$ cat config.mk
export PLATFORM = sky130hd
export DESIGN_NAME = seq_tx_11011
export DESIGN_NICKNAME = d
export VERILOG_FILES = /design/src/rtl/seq_tx_11011_pkg.sv /design/src/rtl/seq_tx_11011_shreg.sv /design/src/rtl/seq_tx_11011.sv
export SDC_FILE = /design/constraint.sdc
export NUM_CORES = 1
export LEC_CHECK = 0
export ABC_CLOCK_PERIOD_IN_PS = 1630
export CAP_MARGIN = 20
export CORE_ASPECT_RATIO = 1.1
export CORE_UTILIZATION = 40
export DETAILED_ROUTE_END_ITERATION = 6
export GPL_ROUTABILITY_DRIVEN = 0
export PLACE_DENSITY = 0.62
export REMOVE_ABC_BUFFERS = 1
export SYNTH_ARGS = -nofsm -noshare
export SYNTH_HDL_FRONTEND = slang
export SYNTH_SLANG_ARGS = --single-unit
$ cat constraint.sdc
create_clock -name clk -period 1.63 [get_ports clk]
set_input_delay 0.163 -clock clk [delete_from_list [all_inputs] [get_ports clk]]
set_output_delay 0.163 -clock clk [all_outputs]
set_load 0.02 [all_outputs]
$ cat src/rtl/seq_tx_11011_pkg.sv
// seq_tx_11011_pkg: shared state encoding and default frame constants for the 11011 transmitter/detector family
package seq_tx_11011_pkg;
  typedef enum logic [1:0] {
    IDLE,
    SEND,
    GAP,
    DONE
  } state_t;
  localparam int DEF_WIDTH = 5;
  localparam logic [DEF_WIDTH-1:0] DEF_PATTERN = 5'b11011;
  localparam int DEF_CNT_W = 4;
endpackage

$ cat src/rtl/seq_tx_11011_shreg.sv
// pat_shreg: parallel-load MSB-first shift register holding the frame pattern
module pat_shreg #(
  parameter int WIDTH = 5,
  parameter logic [WIDTH-1:0] PATTERN = 5'b11011
) (
  input  logic clk,
  input  logic rst,
  input  logic load,
  input  logic shift,
  output logic msb
);
  logic [WIDTH-1:0] q;
  // load wins over shift so a frame restart always begins at the pattern MSB
  always_ff @(posedge clk) begin
    if (rst) q <= '0;
    else if (load) q <= PATTERN;
    else if (shift) q <= {q[WIDTH-2:0], 1'b0};
  end
  assign msb = q[WIDTH-1];
endmodule

$ cat src/rtl/seq_tx_11011.sv
// seq_tx_11011: repeats a fixed serial frame count times with gap idle zeros between frames
module seq_tx_11011
  import seq_tx_11011_pkg::*;
#(
  parameter int WIDTH = DEF_WIDTH,
  parameter logic [WIDTH-1:0] PATTERN = DEF_PATTERN,
  parameter int CNT_W = DEF_CNT_W
) (
  input  logic             clk,
  input  logic             rst,
  input  logic             start,
  input  logic             abort,
  input  logic [CNT_W-1:0] count,
  input  logic [CNT_W-1:0] gap,
  output logic             signal,
  output logic             busy,
  output logic             frame_done,
  output logic             done
);
  localparam int IDX_W = $clog2(WIDTH);
  localparam logic [IDX_W-1:0] IDX_TOP = IDX_W'(WIDTH - 1);
  state_t state, nstate;
  logic [CNT_W-1:0] frames_left, gap_reg, gap_cnt;
  logic [IDX_W-1:0] idx;
  logic accept, last_bit, load, shift, msb;
  pat_shreg #(
    .WIDTH(WIDTH),
    .PATTERN(PATTERN)
  ) u_shreg (
    .clk(clk),
    .rst(rst),
    .load(load),
    .shift(shift),
    .msb(msb)
  );
  // request qualification and shift-register control derived from the FSM
  always_comb begin
    accept = start && (count != '0);
    last_bit = idx == '0;
    load = (nstate == SEND) && ((state != SEND) || last_bit);
    shift = state == SEND;
  end
  // state register
  always_ff @(posedge clk) begin
    if (rst) state <= IDLE;
    else state <= nstate;
  end
  // next state; abort overrides every transition
  always_comb begin
    nstate = state;
    case (state)
      IDLE: nstate = accept ? SEND : IDLE;
      SEND: nstate = !last_bit ? SEND :
                     (frames_left == CNT_W'(1)) ? DONE :
                     (gap_reg == '0) ? SEND : GAP;
      GAP:  nstate = (gap_cnt <= CNT_W'(1)) ? SEND : GAP;
      DONE: nstate = IDLE;
      default: nstate = IDLE;
    endcase
    if (abort) nstate = IDLE;
  end
  // frame, gap and bit counters; all saturate at zero instead of wrapping
  always_ff @(posedge clk) begin
    if (rst || abort) begin
      frames_left <= '0;
      gap_reg <= '0;
      gap_cnt <= '0;
      idx <= '0;
    end else if (state == IDLE) begin
      if (accept) begin
        frames_left <= count;
        gap_reg <= gap;
        idx <= IDX_TOP;
      end
    end else if (state == SEND) begin
      idx <= last_bit ? IDX_TOP : idx - 1'b1;
      if (last_bit) begin
        frames_left <= (frames_left == '0) ? '0 : frames_left - 1'b1;
        gap_cnt <= gap_reg;
      end
    end else if (state == GAP) begin
      gap_cnt <= (gap_cnt == '0) ? '0 : gap_cnt - 1'b1;
    end
  end
  // Moore outputs decoded purely from registered state
  always_comb begin
    signal = (state == SEND) && msb;
    busy = state != IDLE;
    frame_done = (state == SEND) && last_bit;
    done = state == DONE;
  end
endmodule

# Yosys cells after proc, flatten, opt, wreduce, memory -nomap -nowiden
# Cells that the tools add are included.
# word_totals
register_bits,22
wordCells,64
# classes
n_reduce_logical,22
order_cmp,1
n_addsub,3
n_eq_ne,8
bitwise_logic,1
n_mux,22
# op_table
cell,count
$mux 4,9
$logic_not 4->1,3
$mux 3,4
$mux 2,5
$mux 5,2
$reduce_bool 2->1,5
$pmux 2 s4,1
$sub 4x1->4 const B,2
$reduce_and 3->1,2
$eq 2x1->1 const B,2
$eq 2x2->1 const B,2
$eq 4x1->1 const B,1
$le 4x1->1 const B,1
$logic_and 1x1->1,4
$ne 2x2->1 const B,2
$reduce_and 2->1,2
$reduce_bool 4->1,1
$logic_not 3->1,1
$sub 3x1->3 const B,1
$logic_not 2->1,1
$logic_or 1x1->1,2
$ne 2x1->1 const B,1
$reduce_or 2->1,1
$mux 1,1
$not 1->1,1

# Longest topological paths before layout
# Gate-level depths: netlist of run 1.
# depth
ltp_word,9
mapped_depth,8
depth_no_buf,7

# Hierarchy
# From an unflattened synthesis of run 1, not the netlist that was laid out.
# unflattened
cells_unflattened,139
hier_area_um2,1174.9
# modules_own_cells
module,area_per_inst_um2,n_inst,cells_per_inst
seq_tx_11011,983.4,1,122
pat_shreg,191.4,1,17

# Worst setup path after synthesis of run 1
# Ideal clock, no wire load.
# synth_path
kind,reg-to-reg
start,register state[1]
end,register u_shreg.q[2]
period_less_slack_ns,1.551
setup_time_ns,0.120
n_path_buf,1
path_slack_ns,0.079
arrival_ns,1.432
path_stages_with_launch,8
required_time_ns,1.510
path_cell_list,dfxtp_1 inv_1 ha_1 clkbuf_1 nand2b_1 a31oi_2 nor3_1 o31a_1
# synth_between
elab_chain_len,6
word_cells_on_any_way,11
cone_classes,eq/ne: 5; mux: 2; reduce/logical: 4
# synth_rtl
element,line_no,text
start: declaration,seq_tx_11011.sv:22,"state_t state, nstate;"
start signal: assignment,seq_tx_11011.sv:46,else state <= nstate;
$eq 2x2->1 (tied with other cells),seq_tx_11011.sv:51,case (state)
$pmux 2 s4,seq_tx_11011.sv:51,
$mux 2,seq_tx_11011.sv:60,if (abort) nstate = IDLE;
$eq 2x1->1,seq_tx_11011.sv:40,load = (nstate == SEND) && ((state != SEND) || last_bit);
$logic_and 1x1->1,seq_tx_11011.sv:40,
$reduce_or 2->1 (no source line),n/a,
end signal: assignment,seq_tx_11011_shreg.sv:17,"else if (shift) q <= {q[WIDTH-2:0], 1'b0};"
end: declaration,seq_tx_11011_shreg.sv:12,logic [WIDTH-1:0] q;
# Parallel ways exist; a longest one is shown, timed or not.
# A chain may end at the register's enable or synchronous reset.

# Final worst setup path of run 1
# layout_path
start,register state[1]
end,register gap_cnt[2]
# layout_between
elab_chain_len,3
word_cells_on_any_way,8
cone_classes,eq/ne: 3; mux: 1; bitwise: 1; reduce/logical: 3
# layout_rtl
element,line_no,text
$eq 2x1->1 (tied with other cells),seq_tx_11011.sv:75,end else if (state == SEND) begin
$ne 2x2->1 (no source line) (tied with other cells),n/a,
$reduce_and 3->1 (no source line),n/a,
end signal: assignment,seq_tx_11011.sv:79,gap_cnt <= gap_reg;
end signal: assignment,seq_tx_11011.sv:82,gap_cnt <= (gap_cnt == '0) ? '0 : gap_cnt - 1'b1;
end: declaration,seq_tx_11011.sv:23,"logic [CNT_W-1:0] frames_left, gap_reg, gap_cnt;"
# Parallel ways exist; a longest one is shown, timed or not.

==> run_results.csv, run 1 <==
group,metric,value,unit
run_status,status,"finished, final reports clean",
synth,yosys.area.top_type_share,38.5,%
floorplan,io-pin-count,16,
clocking,h-tree-depth,1,
synth,ys_top_cells_by_count,"22 x dfxtp_1, 16 x nand2_1, 10 x a21oi_1, 10 x nor2_1, 8 x o21ai_0",
place,place_area,1480,sq um
setup_path,worst-setup-path-type,"register to register",
floorplan,coreArea,2620,sq um
clocking,cts_made_buffers,3,
route,vias,1136,
route,wl_per_cell,13.9,microns
clocking,cts-root-buf,"clkbuf_4",
power,p_int,0.000920,W
setup_path,cp.required,1.80,ns
synth,ys_types,41,
timing,fin_crit_sh,96.8,%
clocking,hold_buffers,0,
layout,instances_no_fill,205,
synth,syn-instance-count,137,
global_route,grt_pass1_vias,1016,
layout,regArea,443,sq um
floorplan,num_rows,19,
layout,n_antenna_cell,0,
synth,synthFlopType,"dfxtp_1",
synth,synth_area,1140,sq um
route,route.detailed.drc,0,
global_route,grt_max_degree,15,
synth,ys_seq_area_share,38.5,%
timing,finalSetupViolations,0,
floorplan,die_area,3080,sq um
place,port_buffers,15,
layout,multi_input_area,771,sq um
timing,maxSlewHeadroom,46.4,%
synth,netlist_top_cells_area,"dfxtp_1 39%, nand2_1 5.3%, a21oi_1 4.4%",
route,ant_nets,0,
power,p_sw_share,24.3,%
timing,fin_worst_skew,0.0175,ns
layout,layout-drive-gt1-share,29.3,%
floorplan,die_w,53.0,microns
setup_path,critPathMaxFanout,6,
setup_path,worst_setup_path_end_kind,"register",
clocking,cts.reportedPaths.clkPinSlew,0.14,ns
power,ir_worst_vdd,568,uV
flow_run,maxCapViolCount,0,
place,dp_hpwl,2.09,mm
setup_path,r2r_slack,0.05,ns
layout,final_area,1650,sq um
power,pwr_density_cell,735,nW/um^2
setup_path,arrival,1.75,ns
floorplan,die_h,58.1,microns
timing,tightest_slew,0.804,ns
synth,post-synth-top-count-cell,"dfxtp_1",
synth,ys_warn_count,0,
synth,yosysTopAreaCell,"dfxtp_1",
timing,fin_ws,0.0519,ns
clocking,clk_path_buf_depth,2,
power,share_comb_of_total_power,17.6,%
synth,avgSynthCellArea,8.35,sq um
route,wirelength,2.84,mm
power,clkPwrFrac,35.2,%
timing,hold_violations,0,
layout,num-fill-cells,253,
global_route,gr-usage-all-layers,20.2,%
clocking,clock_latency,0.32,ns
timing,finalCriticalPeriod,1.58,ns
floorplan,initial_utilization,43.7,%
timing,tns,0,ns
setup_path,critPathLaunchType,"register",
synth,synth_edf_count,0,
global_route,antenna_found_initial,0,
route,dr.pass1.iters,4,
global_route,grt_first_pass_wirelength,4.60,mm
route,drtIter0Drc,31,
synth,ys_seq_elements,22,
synth,ys_async_sr_fraction,0,%
place,post-place-ws,-0.115,ns
place,placed_cells,200,
timing,whs,0.392,ns
timing,drv_slew,0,
hold_path,hold_class,"primary input to register",
power,pwr-share-seq,47.2,%
layout,synthToLayoutAreaGrowth,44.4,%
global_route,overflow,0,
power,power_switching,0.000295,W
layout,fin_nets,191,
clocking,cts_tree,"built",
timing,max_freq,0.634,GHz
power,power_leakage,0.680,nW
layout,largest-register,"u_shreg.q",
layout,largest_reg_flops,5,
route,via_per_inst,5.54,
clocking,clock_sinks,22,
-- layout make-up --
cell class              instances  share of cell area [%]
clock inverters                 1                    1.82
inverters                       5                    1.29
flip-flops and latches         22                    26.8
clock buffers                   3                    1.36
well taps                      31                    2.35
multi-input cells             105                    46.7
repair buffers                 38                    19.7
-- final timing paths --
check | start | cells past startpoint | end
setup / recovery | state[1] | 6 | gap_cnt[2]
hold reg to reg | u_shreg.q[0] | 2 | u_shreg.q[0]
hold / removal | gap[1] | 3 | gap_reg[1]
setup reg to reg | state[1] | 6 | gap_cnt[2]
-- cells by family (layout without fill, tap and decap cells) --
kind of cell | Yosys count | count (layout) | synth area share (%)
simple gates | 55 | 55 | 25.1
compound gates | 40 | 40 | 23.6
flops | 22 | 22 | 38.5
buf+inv | 10 | 47 | 3.39
fa+ha+maj | 4 | 4 | 4.38
mux | 4 | 4 | 3.50
xor+xnor | 2 | 2 | 1.53
-- stage by stage --
| stage | utilization [%] | total power [W] |
|---|---|---|
| 4_1_cts | 60.6 | 0.00121 |
| 5_1_grt | 63.2 | 0.00126 |
| 3_5_place_dp | 56.5 | 0.000770 |
| 2_1_floorplan | - | 0.000678 |
| 6_report | 63.2 | 0.00121 |
| 3_3_place_gp | 56.5 | 0.000768 |
-- cell usage in the layout (no fill, tap or decap), drive strengths merged, types with 2 or more instances in the layout --
cell type and instances:
nand2b 2, and3 2, buf 23, mux2i 4
or2 2, nor2b 6, nor3 7, clkdlybuf4s15 2
dfxtp 22, inv 5, nand2 16, clkbuf 3
a31oi 2, a21oi 10, nor2 10, dlygate4sd2 2
clkdlybuf4s50 11, o31ai 3, o22ai 4, o21ai 10
a211oi 4, ha 4, nor4 2, or4 3
or3 2
-- what timing repair did --
item                       CTS  global route
pin swaps                    2             4
buffers inserted             0             1
gates resized for setup     19            14
setup endpoints to repair   18            14
cloned                       0             0
-- critical path, stage by stage, from the launching register on --
cell and delay (ns):
dfxtp_2 0.38, inv_4 0.05, ha_4 0.18, buf_6 0.12
or4_4 0.53, a21oi_2 0.13, nor3_1 0.05
-- power groups by stage --
| stage | Clock, W | Sequential, W | Combinational (W) |
|---|---|---|---|
| floorplan | 0 | 0.000583 | 0.0000943 |
| global placement | 0 | 0.000584 | 0.000184 |
| detailed placement | 0 | 0.000584 | 0.000186 |
| CTS | 0.000437 | 0.000573 | 0.000199 |
| global route | 0.000454 | 0.000576 | 0.000233 |
| finish | 0.000427 | 0.000574 | 0.000214 |
-- routing by layer --
layer	up-vias	routed length, microns	global-route usage (%)
met1	542	1360	27.3
met4	0	36	9.02
li1	575	-	-
met3	4	62	2.62
met5	-	0	0
met2	15	1380	31.6
Note: power is estimated with default switching activity, not from simulation.
==> inputs of run 2 (changes only) <==
==> constraint.sdc (replaced) <==
create_clock -name clk -period 1.63 [get_ports clk]
set_input_delay 0.163 -clock clk [delete_from_list [all_inputs] [get_ports clk]]
set_output_delay 0.163 -clock clk [all_outputs]
set_load 0.05 [all_outputs]
==> run_results.csv, run 2 (synthesis gave the netlist of run 1 again) <==
group,metric,value,unit
layout,largest-register,"u_shreg.q",
layout,layout-drive-gt1-share,28.3,%
setup_path,worst_setup_path_end_kind,"register",
floorplan,coreArea,2620,sq um
hold_path,hold_class,"primary input to register",
power,power_switching,0.000293,W
route,drtIter0Drc,26,
floorplan,num_rows,19,
power,p_sw_share,26.7,%
layout,num-fill-cells,229,
clocking,h-tree-depth,1,
timing,rsz0062_at_grt,"true",
power,clkPwrFrac,28.3,%
route,ant_nets,0,
layout,synthToLayoutAreaGrowth,40.4,%
flow_run,maxCapViolCount,0,
timing,drv_slew,0,
place,dp_hpwl,2.01,mm
floorplan,die_w,53.0,microns
timing,hold_violations,0,
hold_path,min_from,"gap[0]",
setup_path,reg2reg_depth,4,
global_route,grt_max_degree,15,
setup_path,r2r-end,"u_shreg.q[2]",
timing,finalSetupViolations,0,
global_route,gr-usage-all-layers,19.2,%
timing,finalCriticalPeriod,1.57,ns
timing,tns,0,ns
layout,fin_nets,183,
setup_path,reg2reg_from,"gap_reg[1]",
clocking,cts-root-buf,"clkbuf_4",
timing,whs,0.376,ns
floorplan,die_area,3080,sq um
floorplan,die_h,58.1,microns
route,vias,1074,
floorplan,initial_utilization,43.7,%
clocking,cts_made_buffers,3,
layout,n_antenna_cell,0,
place,place_area,1440,sq um
setup_path,critPathLaunchType,"register",
layout,post-route-util,61.4,%
power,ir_worst_vdd,453,uV
route,wl_per_cell,13.0,microns
power,p_int,0.000804,W
power,pwr-share-seq,52.4,%
hold_path,holdPathEnd,"gap_reg[0]",
route,wirelength,2.57,mm
hold_path,hold_depth,3,
layout,largest_reg_flops,5,
place,post-place-ws,-0.0898,ns
timing,fin_ws,0.0572,ns
setup_path,r2r_slack,0.06,ns
global_route,grt_pass1_vias,1001,
place,port_buffers,15,
layout,final_cell_mix,"19 x dfxtp_1, 15 x nand2_1, 15 x buf_4",
power,pwr_density_cell,683,nW/um^2
setup_path,arrival,1.80,ns
global_route,overflow,0,
power,share_comb_of_total_power,19.3,%
layout,final_area,1610,sq um
timing,maxSlewHeadroom,44.1,%
global_route,grt_first_pass_wirelength,4.33,mm
route,route.detailed.drc,0,
route,dr.pass1.iters,4,
clocking,hold_buffers,0,
clocking,clock_sinks,22,
setup_path,critPathMaxFanout,2,
timing,fin_crit_sh,96.5,%
floorplan,io-pin-count,16,
timing,fin_worst_skew,0.00903,ns
setup_path,cp.required,1.86,ns
run_status,status,"finished, final reports clean",
clocking,clk_path_buf_depth,2,
power,power_leakage,0.625,nW
timing,max_freq,0.636,GHz
clocking,cts.reportedPaths.clkPinSlew,0.13,ns
layout,final_common_cell,"dfxtp_1",
route,via_per_inst,5.45,
global_route,antenna_found_initial,0,
setup_path,worst-setup-path-type,"register to register",
clocking,clock_latency,0.32,ns
timing,tightest_slew,0.838,ns
clocking,cts_tree,"built",
==> run 2: cell count changes in the layout (fill, tap and decap cells not counted), sizes merged <==
cell	previous run	this run
buf	23	19
clkdlybuf4s15	2	0
dlygate4sd2	2	0
bufinv	1	0
clkbuf	3	4
==> run 2: metal layers <==
metal  vias to the layer above  GRT usage [%]  wire length [microns]
met5                         -              0                      0
met4                         0           9.02                     46
met3                         5           3.15                     91
met2                        24           30.9                   1260
met1                       489           24.6                   1170
li1                        556              -                      -
==> run 2: through the flow <==
step	power, W	cells
6_report	0.00110	197
2_1_floorplan	0.000683	132
4_1_cts	0.00108	195
3_5_place_dp	0.000770	191
3_3_place_gp	0.000768	191
5_1_grt	0.00115	197
==> run 2: how the worst max path moves through the flow <==
| stage | start | to |
|---|---|---|
| after floorplan | state[1] | gap_cnt[2] |
| after global placement | state[0] | frames_left[3] |
| after detailed placement | count[2] | u_shreg.q[4] |
| after CTS | state[0] | u_shreg.q[4] |
| after global routing | state[1] | u_shreg.q[2] |
| final | gap_reg[1] | u_shreg.q[2] |
==> run 2: power groups by stage <==
stage	clock, W	sequential [W]	combinational, W
2_1_floorplan	0	0.000583	0.000100
3_3_place_gp	0	0.000584	0.000184
3_5_place_dp	0	0.000585	0.000185
4_1_cts	0.000318	0.000573	0.000190
5_1_grt	0.000344	0.000577	0.000231
6_report	0.000310	0.000575	0.000212
==> run 2: worst max-delay path, stage by stage (launching register included) <==
cell and delay [ns]:
dfxtp_1 0.33, or4_4 0.56, a31oi_4 0.24, nor3_1 0.08, o31a_1 0.27
==> run 2: layout make-up <==
cell class | instances | area [sq um] | share of cell area, %
repair buffers | 30 | 294 | 18.3
multi-input cells | 105 | 773 | 48.2
clock buffers | 4 | 36.3 | 2.26
well taps | 31 | 38.8 | 2.42
inverters | 5 | 18.8 | 1.17
flip-flops and latches | 22 | 444 | 27.7
==> run 2: timing repair <==
action	CTS	global route
setup buffers	0	2
pin swaps	1	2
hold endpoints to repair	0	0
endpoints found under the setup margin	10	24
gates resized for setup	4	23
==> inputs of run 3 (changes only) <==
--- a/config.mk
+++ b/config.mk
@@ -8,10 +8,11 @@
 export ABC_CLOCK_PERIOD_IN_PS = 1630
 export CAP_MARGIN = 20
 export CORE_ASPECT_RATIO = 1.1
-export CORE_UTILIZATION = 40
+export CORE_UTILIZATION = 47
+export CTS_CLUSTER_SIZE = 10
 export DETAILED_ROUTE_END_ITERATION = 6
 export GPL_ROUTABILITY_DRIVEN = 0
-export PLACE_DENSITY = 0.62
+export PLACE_DENSITY = 0.71
 export REMOVE_ABC_BUFFERS = 1
 export SYNTH_ARGS = -nofsm -noshare
 export SYNTH_HDL_FRONTEND = slang
==> run_results.csv, run 3 (synthesis gave the netlist of run 1 again) <==
group,metric,value,unit
run_status,status,"finished, final reports clean",
timing,fin_worst_skew,0.00177,ns
power,pwr_density_cell,770,nW/um^2
floorplan,die_h,53.7,microns
setup_path,crit_slowest_cell,"dfxtp_4",
timing,fin_ws,0.00911,ns
clocking,cts-root-buf,"clkbuf_4",
timing,max_freq,0.617,GHz
timing,finalSetupViolations,0,
layout,largest-register,"u_shreg.q",
timing,drv_slew,0,
floorplan,die_area,2630,sq um
route,drtIter0Drc,18,
hold_path,hold_depth,3,
layout,fin_nets,180,
global_route,gr-usage-all-layers,21.2,%
timing,rsz0062_at_grt,"true",
clocking,clock_latency,0.31,ns
clocking,cts_tree,"built",
route,dr.pass1.iters,4,
floorplan,io-pin-count,16,
place,post-place-ws,-0.0554,ns
hold_path,min_from,"gap[3]",
clocking,clk_path_buf_depth,2,
setup_path,arrival,1.46,ns
global_route,grt_pass1_vias,954,
setup_path,reg2reg_from,"gap_reg[1]",
clocking,cts_made_buffers,3,
layout,final_cell_mix,"20 x dfxtp_1, 16 x nand2_1, 13 x buf_4",
layout,largest_reg_flops,5,
setup_path,r2r-end,"u_shreg.q[2]",
setup_path,crit_path_max_incr_delay,0.38,ns
timing,tightest_slew,0.791,ns
route,wl_per_cell,13.0,microns
hold_path,hold_class,"primary input to register",
clocking,cts.reportedPaths.clkPinSlew,0.13,ns
layout,layout-drive-gt1-share,23.9,%
global_route,grt_first_pass_wirelength,4.16,mm
timing,tns,0,ns
setup_path,worst_setup_path_end_kind,"output pin",
timing,finalCriticalPeriod,1.62,ns
route,wirelength,2.50,mm
clocking,clock_sinks,22,
route,route.detailed.drc,0,
route,ant_nets,0,
timing,maxSlewHeadroom,47.3,%
power,power_leakage,0.599,nW
layout,final_common_cell,"dfxtp_1",
layout,n_antenna_cell,0,
global_route,antenna_found_initial,0,
floorplan,die_w,49.0,microns
global_route,overflow,0,
timing,fin_crit_sh,99.4,%
layout,post-route-util,68.3,%
place,dp_hpwl,1.87,mm
layout,synthToLayoutAreaGrowth,35.8,%
setup_path,reg2reg_depth,4,
setup_path,critPathMaxFanout,8,
hold_path,holdPathEnd,"gap_reg[3]",
flow_run,maxCapViolCount,0,
clocking,hold_buffers,0,
setup_path,cp.required,1.47,ns
power,ir_worst_vdd,549,uV
setup_path,critPathLaunchType,"register",
clocking,cts_setup_buffers,0,
setup_path,cp_cell_sequence,"inv_1, ha_2, buf_4, clkinvlp_4, buf_12",
floorplan,initial_utilization,50.3,%
setup_path,worst-setup-path-type,"register to output pin",
route,vias,1052,
clocking,h-tree-depth,1,
route,via_per_inst,5.45,
floorplan,num_rows,18,
timing,hold_violations,0,
setup_path,r2r_slack,0.03,ns
place,port_buffers,15,
global_route,grt_max_degree,15,
floorplan,coreArea,2270,sq um
run 3: cell type report:
| type | count | area (sq um) |
|---|---|---|
| clock buffer | 3 | 22.5 |
| sequential | 22 | 445 |
| clock inverter | 1 | 30.0 |
| fill | 179 | 722 |
| inverter | 5 | 22.5 |
| multi-input combinational | 105 | 727 |
| tap | 30 | 37.5 |
| timing repair buffer | 27 | 268 |
run 3: critical path, delay by kind of cell (launching register included):
family | cells | cell delay [ns]
fa+ha+maj | 1 | 0.22
buf+inv | 4 | 0.55
flops | 1 | 0.38
run 3: how the worst max path moves through the flow:
stage	slack, ns	start	depth (start not counted)	endpoint
final	0.009	state[0]	5	busy
after global routing	-0.05	state[0]	5	busy
after CTS	0.009	state[0]	5	busy
after detailed placement	-0.06	count[2]	5	u_shreg.q[1]
after global placement	-0.06	state[0]	6	frames_left[3]
after floorplan	-0.16	state[1]	7	gap_cnt[2]
run 3: power by group:
group	switching, W	internal [W]
logic	0.0000988	0.0000987
clock network	0.000176	0.000249
registers	0.0000156	0.000558
total	0.000290	0.000905
run 3: routing by layer:
layer / global-route usage, % / up-vias / wire [microns]
li1: - / 551 / -
met1: 26.3 / 474 / 1230
met2: 35.2 / 21 / 1140
met3: 3.67 / 6 / 67
met4: 12.7 / 0 / 68
met5: 0 / - / 0
run 3: repair_timing:
item,4_1_cts,5_1_grt
cloned,0,0
endpoints found under the hold margin,0,0
resized for setup,10,7
pin swaps,0,1
endpoints found under the setup margin,13,12
run 3: through the flow:
| stage | total power (W) | cell area [sq um] | std cells | hold WS (ns) |
|---|---|---|---|---|
| 6_report | 0.00120 | 1550 | 193 | 0.382 |
| 5_1_grt | 0.00125 | 1550 | 193 | 0.399 |
| 4_1_cts | 0.00119 | 1520 | 193 | 0.382 |
| 3_5_place_dp | 0.000766 | 1430 | 189 | 0.467 |
| 3_3_place_gp | 0.000764 | 1430 | 189 | 0.448 |
| 2_1_floorplan | 0.000683 | 1120 | 132 | 0.257 |
==> patch: new RTL, flow settings as in run 1 <==
Reset style: asynchronous (`rst`), changed in 2 clocked blocks.
--- a/src/rtl/seq_tx_11011_shreg.sv
+++ b/src/rtl/seq_tx_11011_shreg.sv
@@ -11,7 +11,7 @@
 );
   logic [WIDTH-1:0] q;
   // load wins over shift so a frame restart always begins at the pattern MSB
-  always_ff @(posedge clk) begin
+  always_ff @(posedge clk or posedge rst) begin
     if (rst) q <= '0;
     else if (load) q <= PATTERN;
     else if (shift) q <= {q[WIDTH-2:0], 1'b0};
--- a/src/rtl/seq_tx_11011.sv
+++ b/src/rtl/seq_tx_11011.sv
@@ -41,7 +41,7 @@
     shift = state == SEND;
   end
   // state register
-  always_ff @(posedge clk) begin
+  always_ff @(posedge clk or posedge rst) begin
     if (rst) state <= IDLE;
     else state <= nstate;
   end
Check against the original RTL: differs if rst is asserted again (counterexample within 4 cycles, from zero or initial values and one cycle with rst high); with rst held inactive, the same outputs for 10 cycles.
==> patch against run 1 <==
- synthesized area rose by 2.7%
- design area is 0.38% lower
- utilization fell by 3.9 points
- clock power shrank 1%
- sequential cell count unchanged
- count of clock-buffer cells in the layout unchanged
- final cell count rose by 0.49%
- power up 18%
- synthesized cell count rose by 1.5%
- critical path depth decreased by 1
- worst setup slack worse by 0.012 ns
- maximum frequency down 0.76%
- die area is 2.6% higher
- routed wire length fell by 3.8%
==> patch: results (changes against run 1) <==
metric;value;unit;change
Post-synth top cells;18 x nand2_1, 15 x dfxtp_1, 13 x nor3_1, 10 x a21oi_1, 8 x nor2_1;;
arrival time worst endpoint;1.80;ns;+0.05 ns
worst skew pair latency;0.31;ns;
R2R Setup Slk;0.04;ns;
global-route wire length before repair;4770;um;+3.7%
DR iter-0 viols;39;;+26%
layout cell share with drive strength beyond 1;27.7;%;-1.6 points
ant diodes;0;;unchanged
Synth Area in Compound Gates;22.0;%;-1.6 points
Critical Path Fanout Max;7;;+1
Netlist cell types;41;;unchanged
Clock Path Buffers;2;;unchanged
Crit Path Class;register to register;;
Synth Area in Adders;4.26;%;-0.12 points
worst setup path endpoint;u_shreg.q[2];;
Vias/cell;5.44;;-1.9%
number of global-route vias before repair;1081;;+6.4%
Area contributors post-synth;dfxtp_1 26%, dfrtp_1 15%, nand2_1 5.8%;;
# fillers;241;;-4.7%
leakage;0.678;nW;-0.25%
ys flop type;dfxtp_1;;
clk sink count;22;;unchanged
buffers added on ports;15;;unchanged
clock skew;0.00760;ns;-0.00995 ns
htree depth;1;;unchanged
multiplexer share of the synthesized area;3.51;%;+0.013 points
r2r worst-path depth;5;;-1
Clk Tree Root Cell;clkbuf_4;;
Post-Synth XOR/XNOR Area;0.745;%;-0.79 points
Top reg by flops;u_shreg.q;;
Int Pwr;1.04;mW;+13%
status;finished, final reports clean;;
placed cell areas;0.00151;mm2;+2.1%
total CTS buffers;3;;unchanged
Seq/Total Area, Yosys;40.5;%;+2.0 points
clock slew at reported path FFs;0.13;ns;
Detailed Route WL;2730;um;-3.8%
pin count of the biggest net entering global routing;15;;unchanged
Reg2Reg Launch Point;state[0];;
initial antenna violation count;0;;unchanged
fraction of registers with async set/reset;31.8;%;+32 points
VDD IR max;0.000566;V;-0.36%
Hold Crit Class;primary input to asynchronous set/reset pin;;
nets;190;;-0.52%
GRT Total Usage;20.4;%;+0.25 points
Post-CTS Setup Inserts;0;;unchanged
max reg flops;5;;unchanged
First-pass DRT Iterations;4;;unchanged
DP Wirelength;2120;um;+1.2%
synth warn;0;;unchanged
Worst slew margin;64.1;%;+18 points
[patch: metrics by stage]
step | hold WS (ns) | power (mW) | worst slack, ns | instances
global route | 0.152 | 1.51 | -0.0422 | 206
CTS | 0.121 | 1.43 | 0.000883 | 206
floorplan | -0.0336 | 0.829 | -0.252 | 134
global placement | 0.463 | 0.986 | -0.0936 | 202
detailed placement | 0.473 | 0.995 | -0.139 | 202
finish | 0.122 | 1.43 | 0.0399 | 206
[patch: power groups by stage]
| stage | logic [mW] | clock network, mW | registers (mW) |
|---|---|---|---|
| 2_1_floorplan | 0.200 | 0 | 0.629 |
| 3_3_place_gp | 0.350 | 0 | 0.635 |
| 3_5_place_dp | 0.356 | 0 | 0.639 |
| 4_1_cts | 0.375 | 0.430 | 0.629 |
| 5_1_grt | 0.421 | 0.449 | 0.639 |
| 6_report | 0.379 | 0.421 | 0.631 |
[patch: critical path, stage by stage, from the launching register on]
cell and delay, ns:
dfrtp_2 0.46, ha_4 0.19, buf_4 0.16, and2_1 0.13, a311o_1 0.33, o21a_1 0.20
[patch: area by class of cell]
class	instances	area, um2	area share, %
Inverter	6	22.5	1.37
Multi-Input combinational cell	106	737	44.8
Clock inverter	1	30.0	1.83
Clock buffer	3	22.5	1.37
Timing Repair Buffer	35	315	19.2
Tap cell	33	41.3	2.51
Sequential cell	22	477	29.0
[patch: kinds of logic after synthesis]
kind of cell,after synthesis
flops,22
mux,4
compound gates,38
buf+inv,11
fa+ha+maj,4
simple gates,59
xor+xnor,1
[patch: timing repair]
action                                  CTS  global route
gates resized for setup                  21            11
pin swaps                                 4             2
endpoints found under the setup margin   20            14
[patch: per-layer routing]
layer	global-route usage [%]	wire, um	vias to the layer above
li1	-	-	574
met4	5.64	23	0
met5	0	0	-
met1	26.8	1320	531
met2	34.7	1330	13
met3	2.33	62	2
